`config.mk`:
```
export PLATFORM = sky130hd
export DESIGN_NAME = fpu_mul_scheduler
export DESIGN_NICKNAME = d
export VERILOG_FILES = /design/src/rtl/constants.sv /design/src/rtl/fpu_pkg.sv /design/src/rtl/fpuMultiplier16.sv /design/src/rtl/fpu_rr_arbiter.sv /design/src/rtl/fpu_mul_scheduler.sv
export SDC_FILE = /design/constraint.sdc
export NUM_CORES = 1
export LEC_CHECK = 0
export ABC_AREA = 0
export BUFFER_PORTS_ARGS = -buffer_cell sky130_fd_sc_hd__buf_4
export CAP_MARGIN = 20
export CORE_ASPECT_RATIO = 0.7
export CORE_MARGIN = 3
export CORE_UTILIZATION = 45
export CTS_BUF_LIST = sky130_fd_sc_hd__clkbuf_4 sky130_fd_sc_hd__clkbuf_8 sky130_fd_sc_hd__clkbuf_16
export CTS_CLUSTER_SIZE = 25
export DETAILED_ROUTE_END_ITERATION = 6
export PLACE_DENSITY = 0.69
export SLEW_MARGIN = 20
export SYNTH_ARGS = -nofsm -noshare
export SYNTH_HDL_FRONTEND = slang
export SYNTH_SLANG_ARGS = --single-unit
```
`constraint.sdc`:
```
create_clock -name clock -period 4.8 [get_ports clock]
set_input_delay 1.44 -clock clock [delete_from_list [all_inputs] [get_ports clock]]
set_output_delay 1.44 -clock clock [all_outputs]
set_load 0.01 [all_outputs]
```
`src/rtl/constants.sv`:
```
// Shared numeric constants for the FPU datapath.
package constants;

    // Significand width of a half-precision operand, hidden bit included.
    localparam int FP16_FRACW = 11;

endpackage

```
`src/rtl/fpu_pkg.sv`:
```
// FPU shared types: scheduler state encoding and small index helpers.
package fpu_pkg;

    typedef enum logic [2:0] {
        IDLE    = 3'd0,
        LAUNCH  = 3'd1,
        COMPUTE = 3'd2,
        RESP    = 3'd3,
        CLEAR   = 3'd4
    } fpuMulSchedState_t;

    // Wrap an index that is known to be below 2*n back into [0, n).
    function automatic int rr_wrap(input int idx, input int n);
        return (idx >= n) ? idx - n : idx;
    endfunction

endpackage

```
`src/rtl/fpuMultiplier16.sv`:
```
// Sequential shift-add mantissa multiplier. One start pulse launches an
// operation; done stays high until the block is reset.
module fpuMultiplier16
    import constants::*;
(
    input  logic                    clock,
    input  logic                    reset,
    input  logic                    start,
    input  logic [FP16_FRACW-1:0]   a,
    input  logic [FP16_FRACW-1:0]   b,
    output logic [2*FP16_FRACW-1:0] mulOut,
    output logic                    done
);

    localparam int W  = FP16_FRACW;
    localparam int CW = $clog2(W + 1);

    typedef enum logic [1:0] {M_IDLE, M_BUSY, M_DONE} mul_state_t;

    mul_state_t       st_q, st_d;
    logic [2*W-1:0]   acc_q, acc_d;
    logic [2*W-1:0]   mcand_q, mcand_d;
    logic [W-1:0]     mplier_q, mplier_d;
    logic [CW-1:0]    cnt_q, cnt_d;

    // One partial product per cycle, LSB of the multiplier first.
    always_comb begin
        st_d     = st_q;
        acc_d    = acc_q;
        mcand_d  = mcand_q;
        mplier_d = mplier_q;
        cnt_d    = cnt_q;
        case (st_q)
            M_IDLE: begin
                if (start) begin
                    acc_d    = '0;
                    mcand_d  = {{W{1'b0}}, a};
                    mplier_d = b;
                    cnt_d    = '0;
                    st_d     = M_BUSY;
                end
            end
            M_BUSY: begin
                if (mplier_q[0]) begin
                    acc_d = acc_q + mcand_q;
                end
                mcand_d  = mcand_q << 1;
                mplier_d = mplier_q >> 1;
                cnt_d    = cnt_q + 1'b1;
                if (cnt_q == CW'(W - 1)) begin
                    st_d = M_DONE;
                end
            end
            default: ;
        endcase
    end

    // Multiplier state registers.
    always_ff @(posedge clock or posedge reset) begin
        if (reset) begin
            st_q     <= M_IDLE;
            acc_q    <= '0;
            mcand_q  <= '0;
            mplier_q <= '0;
            cnt_q    <= '0;
        end else begin
            st_q     <= st_d;
            acc_q    <= acc_d;
            mcand_q  <= mcand_d;
            mplier_q <= mplier_d;
            cnt_q    <= cnt_d;
        end
    end

    assign mulOut = acc_q;
    assign done   = (st_q == M_DONE);

endmodule

```
`src/rtl/fpu_rr_arbiter.sv`:
```
// Round-robin arbiter: grants the first requester at or after ptr, wrapping to 0.
module fpu_rr_arbiter
    import fpu_pkg::*;
#(
    parameter int NREQ = 4,
    parameter int IDW  = $clog2(NREQ)
) (
    input  logic [NREQ-1:0] req,
    input  logic [IDW-1:0]  ptr,
    output logic [NREQ-1:0] gnt,
    output logic [IDW-1:0]  idx,
    output logic            any
);

    // Scan upward from the pointer; the first hit wins and masks the rest.
    always_comb begin
        gnt = '0;
        idx = '0;
        any = 1'b0;
        for (int k = 0; k < NREQ; k++) begin
            if (!any && req[rr_wrap(int'(ptr) + k, NREQ)]) begin
                any = 1'b1;
                gnt[rr_wrap(int'(ptr) + k, NREQ)] = 1'b1;
                idx = IDW'(rr_wrap(int'(ptr) + k, NREQ));
            end
        end
    end

endmodule

```
`src/rtl/fpu_mul_scheduler.sv`:
```
// Round-robin scheduler sharing one sequential mantissa multiplier among
// NREQ requesters; one operation in flight, tagged response channel.
module fpu_mul_scheduler
    import constants::*;
    import fpu_pkg::*;
#(
    parameter int NREQ = 4,
    parameter int IDW  = $clog2(NREQ)
) (
    input  logic                                clock,
    input  logic                                reset,
    input  logic [NREQ-1:0]                     reqValid,
    input  logic [NREQ-1:0][FP16_FRACW-1:0]     reqA,
    input  logic [NREQ-1:0][FP16_FRACW-1:0]     reqB,
    output logic [NREQ-1:0]                     reqReady,
    output logic                                respValid,
    output logic [IDW-1:0]                      respId,
    output logic [2*FP16_FRACW-1:0]             respProduct,
    input  logic                                respReady,
    output logic                                busy
);

    localparam int W = FP16_FRACW;

    fpuMulSchedState_t state_q, state_d;
    logic [IDW-1:0]    rr_ptr_q, rr_ptr_d;
    logic [W-1:0]      op_a_q, op_a_d;
    logic [W-1:0]      op_b_q, op_b_d;
    logic [IDW-1:0]    id_q, id_d;
    logic [2*W-1:0]    prod_q, prod_d;
    logic              clear_q, clear_d;

    logic [NREQ-1:0]   arb_gnt;
    logic [IDW-1:0]    arb_idx;
    logic              arb_any;

    logic              mul_start;
    logic              mul_reset;
    logic [2*W-1:0]    mul_out;
    logic              mul_done;

    fpu_rr_arbiter #(.NREQ(NREQ), .IDW(IDW)) u_arb (
        .req (reqValid),
        .ptr (rr_ptr_q),
        .gnt (arb_gnt),
        .idx (arb_idx),
        .any (arb_any)
    );

    fpuMultiplier16 u_mul (
        .clock  (clock),
        .reset  (mul_reset),
        .start  (mul_start),
        .a      (op_a_q),
        .b      (op_b_q),
        .mulOut (mul_out),
        .done   (mul_done)
    );

    // State, operand, pointer and response registers.
    always_ff @(posedge clock or posedge reset) begin
        if (reset) begin
            state_q  <= IDLE;
            rr_ptr_q <= '0;
            op_a_q   <= '0;
            op_b_q   <= '0;
            id_q     <= '0;
            prod_q   <= '0;
            clear_q  <= 1'b0;
        end else begin
            state_q  <= state_d;
            rr_ptr_q <= rr_ptr_d;
            op_a_q   <= op_a_d;
            op_b_q   <= op_b_d;
            id_q     <= id_d;
            prod_q   <= prod_d;
            clear_q  <= clear_d;
        end
    end

    // Next-state: grant -> launch -> wait done -> hold response -> clear multiplier.
    always_comb begin
        state_d = state_q;
        case (state_q)
            IDLE:    if (arb_any)   state_d = LAUNCH;
            LAUNCH:                 state_d = COMPUTE;
            COMPUTE: if (mul_done)  state_d = RESP;
            RESP:    if (respReady) state_d = CLEAR;
            CLEAR:                  state_d = IDLE;
            default:                state_d = IDLE;
        endcase
    end

    // Datapath updates: latch the granted operands, capture the product, and
    // pre-compute the clear flop so the multiplier reset comes from a register.
    always_comb begin
        rr_ptr_d = rr_ptr_q;
        op_a_d   = op_a_q;
        op_b_d   = op_b_q;
        id_d     = id_q;
        prod_d   = prod_q;
        if (state_q == IDLE && arb_any) begin
            op_a_d   = reqA[arb_idx];
            op_b_d   = reqB[arb_idx];
            id_d     = arb_idx;
            rr_ptr_d = (arb_idx == IDW'(NREQ - 1)) ? '0 : arb_idx + 1'b1;
        end
        if (state_q == COMPUTE && mul_done) begin
            prod_d = mul_out;
        end
        clear_d = (state_d == CLEAR);
    end

    // Outputs decoded from the registered state; ready is gated by reset so
    // nothing is accepted while the block is held in reset.
    always_comb begin
        reqReady    = (state_q == IDLE && !reset) ? arb_gnt : '0;
        mul_start   = (state_q == LAUNCH);
        respValid   = (state_q == RESP);
        busy        = (state_q != IDLE);
        respId      = id_q;
        respProduct = prod_q;
    end

    assign mul_reset = reset | clear_q;

endmodule

```
## Yosys cells after proc, flatten, opt, wreduce, memory -nomap -nowiden

Index checks and enable logic that the tools add are counted.
Widths: inputs -> output; s select.

- Add/subtract/negate cells: 10
- Order comparisons: 13
- Equal/unequal tests: 11
- Mux-type cells: 58
- Bitwise logic cells: 4
- Reductions and logical operators: 21

Operator list:

| operator | number |
|---|---|
| $ge 32x1->1 const B | 4 |
| $lt 32x4->1 const B | 4 |
| $mux 32 | 4 |
| $ge 32x4->1 const B | 3 |
| $sub 32x4->32 const B | 3 |
| $pmux 22 s2 | 2 |
| $mux 22 | 3 |
| $bmux 11 s2 | 2 |
| $mux 11 | 3 |
| $mux 4 | 6 |
| $add 22x22->22 | 1 |
| $pmux 11 s2 | 1 |
| $mux 1 | 16 |
| $mux 2 | 7 |
| $or 4x4->4 | 3 |
| $pmux 3 s4 | 1 |
| $logic_and 1x1->1 | 10 |
| $mux 3 | 3 |
| $bmux 1 s2 | 4 |
| $demux 1 s2 | 4 |
| $pmux 4 s2 | 1 |
| $add 2x2->3 const B | 2 |
| $eq 3x2->1 const B | 2 |
| $reduce_and 3->1 | 2 |
| other kinds (21) | 26 |

- Bits in registers: 113
- Output and inout port bits: 30
- Word-level logic and storage cells: 129

## Depth between registers and ports, before layout

Gate-level depths: netlist of the first run.

- Depth after elaboration: 18
- Gate-level depth with buffers: 11
- Gate-level depth less buffers: 10

## Hierarchy

Synthesis of the first run repeated with hierarchy kept, for this count alone.

- Cell total of the unflattened synthesis: 619
- Area, all modules: 6,790.3 sq um

By module, submodules not included:

| module | times used | cells each | area an instance (sq um) | seq. area each (sq um) |
|---|---|---|---|---|
| fpuMultiplier16 | 1 | 416 | 3,743.6 | 1,526.5 |
| fpu_mul_scheduler | 1 | 155 | 2,587.5 | 1,301.2 |
| fpu_rr_arbiter | 1 | 48 | 459.2 | 0.0 |

## Worst setup path after synthesis of the first run

Ideal clock, no wire load.

- Path type: in2out
- From: input port reset
- To: output port reqReady[0]
- Data arrival time: 3.065 ns
- Required time: 3.360 ns
- Slack: 0.295 ns
- Stages: 3
- Buffers on the path: 0
- Cells stage by stage: inv_1 nand2b_1 a21oi_1

- Word-level cells in the longest chain between the ends: 3

Ends and longest elaborated chain:

| element | RTL line | RTL |
|---|---|---|
| start, declared | fpu_mul_scheduler.sv:11 | `input logic reset,` |
| $logic_not 1->1 | fpu_mul_scheduler.sv:117 | `reqReady = (state_q == IDLE && !reset) ? arb_gnt : '0;` |
| $logic_and 1x1->1 | fpu_mul_scheduler.sv:117 |  |
| $mux 4 | fpu_mul_scheduler.sv:117 |  |
| end, declared | fpu_mul_scheduler.sv:15 | `output logic [NREQ-1:0] reqReady,` |

No other way between the ends.

## Final worst setup path of the first run

- From: register rr_ptr_q[0]
- To: output port reqReady[3]

- Word-level cells in the longest chain between the ends: 16
- Elaborated cells on any way between the ends: 64
- Those cells by class: add/sub (7); order compare (12); mux (32); bitwise (3); reduce/logical (10)

Ends and longest elaborated chain:

| element | RTL line | RTL |
|---|---|---|
| start, declared | fpu_mul_scheduler.sv:26 | `logic [IDW-1:0] rr_ptr_q, rr_ptr_d;` |
| start signal, assigned | fpu_mul_scheduler.sv:72 | `rr_ptr_q <= rr_ptr_d;` |
| branches (longest 14 deep; another with $sub 32x4->32) | -- |  |
| $mux 4 (*) | fpu_rr_arbiter.sv:21 | `if (!any && req[rr_wrap(int'(ptr) + k, NREQ)]) begin` |
| $mux 4 (*) | fpu_mul_scheduler.sv:117 |  |

Mark *: on every way between the ends. The select of a mux whose other input is x is not followed.

==> results of run 1 <==
kinds of logic after synthesis:
family          count (synthesis)  share of synthesized area (%)
compound gates                198                           19.6
xor+xnor                       15                           1.96
fa+ha+maj                      29                           5.53
buf+inv                        55                           4.07
flops                         113                           42.2
mux                            93                           15.1
simple gates                  167                           11.5
path summary, 6_finish.rpt:
path	slack (ps)	cells after the start	startpoint	to
worst max-delay path	180	8	rr_ptr_q[0]	reqReady[3]
worst min register to register	480	2	u_mul.mplier_q[7]	u_mul.mplier_q[7]
min in group asynchronous	600	2	clear_q	u_mul.mplier_q[2]
max in group asynchronous	2920	3	reset	u_mul.mulOut[14]
worst min-delay path	480	2	u_mul.mplier_q[7]	u_mul.mplier_q[7]
worst max register to register	1720	8	rr_ptr_q[0]	op_b_q[9]
critical path, stage by stage, from the launching register on:
cell and delay, ps:
dfrtp_1 630, inv_1 250, ha_1 510, mux4_2 430, a211oi_2 340, a221o_1 220, o21ai_0 90, a21oi_1 170
buf_4 140
metrics by stage:
stage	cells	area (sq um)	setup slack, ps	utilization, %	hold slack (ps)
floorplan	670	6700	295	-	444
global placement	955	7750	419	54.4	464
detailed placement	955	7750	339	54.4	471
CTS	987	8350	246	58.7	484
global route	987	8350	24.5	58.7	508
finish	987	8350	179	58.7	481
registers in the layout, summed over array words and instances (netlist names), 3 cells and up:
register	count
u_mul.mulOut	22
u_mul.cnt_q	4
state_q	3
u_mul.mcand_q	22
op_a_q	11
u_mul.mplier_q	11
op_b_q	11
respProduct	22
Yosys cell counts, types with 3 or more instances:
library cell / count
nand4_1: 4
and2_1: 4
o21ai_0: 58
mux2_2: 46
a221o_1: 5
xnor2_1: 8
nor2_1: 18
nor3b_1: 4
buf_6: 4
mux2i_1: 45
and3_1: 5
nand2_1: 86
nand2b_1: 4
a22oi_1: 18
nor2b_1: 4
o21a_1: 5
a21o_1: 14
a211oi_1: 3
xor2_1: 7
o21ai_1: 17
buf_2: 3
or3_1: 4
nor3_1: 10
a31oi_1: 7
clkbuf_1: 26
nand3_1: 18
a21oi_1: 30
dfrtp_1: 113
ha_1: 28
a22o_1: 16
inv_1: 14
per-layer routing:
| layer | GRT usage (%) | up-vias | part of all wire [%] |
|---|---|---|---|
| met1 | 30.0 | 2764 | 47 |
| li1 | - | 2686 | - |
| met2 | 34.1 | 186 | 48 |
| met4 | 6.60 | 0 | 1.2 |
| met5 | 0 | - | 0 |
| met3 | 3.56 | 25 | 4.6 |
area by class of cell:
cell class | instances | share of cell area (%)
multi-input combinational | 502 | 43.2
tap | 190 | 2.85
inverter | 14 | 0.629
timing repair buffer | 136 | 12.2
clock buffer | 17 | 5.09
sequential | 113 | 33.8
clock inverter | 15 | 2.19
report_power, final:
part           switching, mW  leakage [nW]  internal (mW)
registers              0.355          1.49           1.33
logic                   1.35          2.19           1.14
clock network          0.473         0.286          0.819
total                   2.18          3.97           3.29
==> flow_summary.toml, run 1 <==
[final_layout]
fill_cells = 1237
final_cell_mix = "buf_4, dfrtp_1, nand2_1"
seqCellArea_sq_um = 2830
multi_input_area_sq_um = 3610
drive_above_1_share_pct = 28.5
nets = 908
final_common_cell = "buf_4"
antennaDiodeCount = 0
area_growth_pct = 24.8

[die]
start_util_pct = 47.0
ios = 125
rows = 36
die_h_um = 108
floorplan.die_area_sq_um = 16400
dieWidth_um = 152
core_region_area_sq_um = 14200

[critical_path]
path_class = "reg -> out"
worst_ep_required_time_ps = 3360
worstSetupStartpointType = "flop"
cp_max_fo = 12
setup.worst_path.end_class = "primary output"
arrival_ps = 3180

[clocking]
cts_tree = "yes"
post_cts_buffers = 0
clk_latency_ps = 420
clkSlewWorstSetupHoldPaths_ps = 60
clock_path_buffers = 2
ctsHoldBuffers = 0
cts_made_buffers = 17
cts-resized-gates = 0
cts.htree.levels = 4
clock-root-buffer = "clkbuf_16"
numClockSinks = 113

[yosys]
synthCells = 670
synth_edf_count = 0
synth-main-ff-cell = "dfrtp_1"
yosysTopAreaCell = "dfrtp_1"
yosys-top-cells-area = "dfrtp_1, mux2_2, mux2i_1"
syn_area_per_cell_sq_um = 9.99
synth-async-reset-ratio_pct = 100
syn_nets = 794
ys.warnings.count = 0
netlist.area_leader.share_pct = 42.2
yosysSeqAreaShare_pct = 42.2
netlist_area_sq_um = 6700
synth.distinct_cells = 60
ys_seq_elements = 113

[timing]
fmax_ghz = 0.216
rsz0062_at_grt = "false"
period_minus_slack_ps = 4620
worstMarginPinSlew_ps = 839
finalSetupViolCount = 0
clock_skew_ps = 12.2
fin_crit_sh_pct = 96.3
finalSetupTns_ps = 0
drv_slew = 0
relSlewSlack_pct = 44.0
hold_viol_final = 0

[global_routing]
antenna_found_initial = 0
grt_max_degree = 62
overflow = 0
track_usage_pct = 21.4
grt_pass1_wl_um = 28100
grt_pass1_vias = 5730

[min_path]
hp-class = "reg -> reg"

[drt]
drtIter0Drc = 363
drc = 0
drtPass1Iterations = 7
vias = 5661
wl_um = 17100
wl_per_cell_um = 17.3
vias_per_cell = 5.74
drt.antenna.violating_nets = 0

[place]
globalplace.congestion = 0.889
hpwl_um = 12100
port_buffers = 124

[power_and_ir_drop]
pwr_density_cell_nw_per_um2 = 655
fin_total_pwr_mw = 5.47
ir_drop_v = 0.000258
p_leak_nw = 3.97

[status]
status = "completed"

[job]
drv_cap = 0
(Power assumes the default switching activity.)
==> inputs of run 2 (changes only) <==
CORE_UTILIZATION = 51   (was 45)
PLACE_DENSITY = 0.77   (was 0.69)
==> run 2 against run 1 <==
Power is 1.1% lower; cell count is 3.3% lower; worst setup slack better by 110 ps; combinational power is 2% lower; clock-buffer cell count is 2 higher; clock skew is 6.2 ps lower; critical endpoint is now reqReady[0]; largest cell class unchanged; highest routed layer unchanged.
==> flow_summary.toml, run 2 (synthesis gave the netlist of run 1 again) <==
[place]
globalplace.congestion = 0.896
hpwl_um = 11900
port_buffers = 124
numPlacedInstances = 924

[drt]
drc = 0
drt.antenna.violating_nets = 0
vias_per_cell = 5.99
vias = 5719
wl_um = 16500
drtPass1Iterations = 5
wl_per_cell_um = 17.3
drtIter0Drc = 496

[die]
rows = 34
ios = 125
core_region_area_sq_um = 12600
start_util_pct = 53.0
dieWidth_um = 143
die_h_um = 102
floorplan.die_area_sq_um = 14600

[power_and_ir_drop]
pwr_density_cell_nw_per_um2 = 653
p_leak_nw = 3.96
ir_drop_v = 0.000309

[critical_path]
worst_ep_required_time_ps = 3360
worstSetupStartpointType = "flop"
slowest_stage = "dfrtp_1"
setup.worst_path.end_class = "primary output"
path_class = "reg -> out"
r2r_setup_slack_ps = 1760
arrival_ps = 3070
critical_path_buf_inv_count = 2
crit_chain = "inv_1 -> ha_1 -> mux4_2 -> a211oi_2 -> a221o_1 -> o21ai_0 -> a21oi_1 -> buf_4"
path_delay_family = "compound AO/OA/AOI/OAI gates"
cp_max_fo = 16
cpPeakStageDelay_ps = 650

[clocking]
numClockSinks = 113
clkSlewWorstSetupHoldPaths_ps = 50
clk_latency_ps = 410
cts.htree.levels = 4
cts_tree = "yes"
clock-root-buffer = "clkbuf_16"
clock_path_buffers = 2
post_cts_buffers = 0
cts_made_buffers = 17

[timing]
relSlewSlack_pct = 34.2
drv_slew = 0
finalSetupTns_ps = 0
worstMarginPinSlew_ps = 987
fin_crit_sh_pct = 93.9
fmax_ghz = 0.222
clock_skew_ps = 5.99
period_minus_slack_ps = 4510
hold_viol_final = 0
finalSetupViolCount = 0
rsz0062_at_grt = "false"

[global_routing]
antenna_found_initial = 0
track_usage_pct = 23.7
grt_pass1_wl_um = 27800
overflow = 0
grt_max_degree = 53
grt_pass1_vias = 5735

[final_layout]
finalNonFillerCells = 954
final_common_cell = "buf_4"
final_cell_mix = "buf_4, dfrtp_1, nand2_1"
drive_above_1_share_pct = 28.3
antennaDiodeCount = 0
nets = 905
area_growth_pct = 23.7

[status]
status = "completed"

[job]
drv_cap = 0

[min_path]
hp-class = "reg -> async"
==> run 2: cell count changes in the layout (fill, tap and decap cells not counted), moves of 2 or more <==
cell / delta
buf_4: -3
clkinv_2: +3
inv_6: -3
clkbuf_8: +2
clkinv_4: -2
clkinvlp_4: -2
==> run 2: timing repair <==
| item | in CTS | in global routing |
|---|---|---|
| resized for setup | 0 | 1 |
| hold buffers | 0 | 0 |
| endpoints found under the setup margin | 0 | 3 |
==> run 2: through the flow <==
step                      total power, mW  utilization (%)  instance area, sq um  hold slack (ps)  worst slack, ps
after floorplan                      3.52                -                  6700              444              295
after global placement               3.99             60.9                  7690              447              423
after detailed placement             4.13             60.9                  7690              459              346
after CTS                            5.41             65.5                  8280              475              251
after global routing                 5.80             65.6                  8280              503             6.27
final                                5.41             65.6                  8280              454              293
==> run 2: per-layer routing <==
layer / global-route usage [%] / part of all wire [%]
met5: 0 / 0
met4: 6.36 / 1.2
met3: 4.63 / 5.7
met2: 38.9 / 49
met1: 32.6 / 45
==> run 2: worst paths after layout <==
path                            cells past startpoint              start                end
worst max-delay path                                8        rr_ptr_q[1]        reqReady[0]
worst min-delay path                                1            clear_q    u_mul.mulOut[6]
worst max register to register                      8        rr_ptr_q[1]          op_a_q[0]
worst min register to register                      1            clear_q    u_mul.mulOut[6]
max in group asynchronous                           3              reset  u_mul.mplier_q[2]
min in group clock                                  2  u_mul.mplier_q[3]  u_mul.mplier_q[3]
==> run 2: final cells by class <==
type | count | area, sq um
Clock inverter | 11 | 139
Clock buffer | 19 | 453
Tap cell | 162 | 203
Timing Repair Buffer | 133 | 998
Fill cell | 966 | 4350
Multi-Input combinational cell | 502 | 3610
Inverter | 14 | 52.6
Sequential cell | 113 | 2830
==> run 2: report_power, final <==
| part | total, mW | switching, mW | internal [mW] |
|---|---|---|---|
| Clock | 1.27 | 0.437 | 0.832 |
| Sequential | 1.71 | 0.385 | 1.33 |
| Combinational | 2.43 | 1.30 | 1.12 |
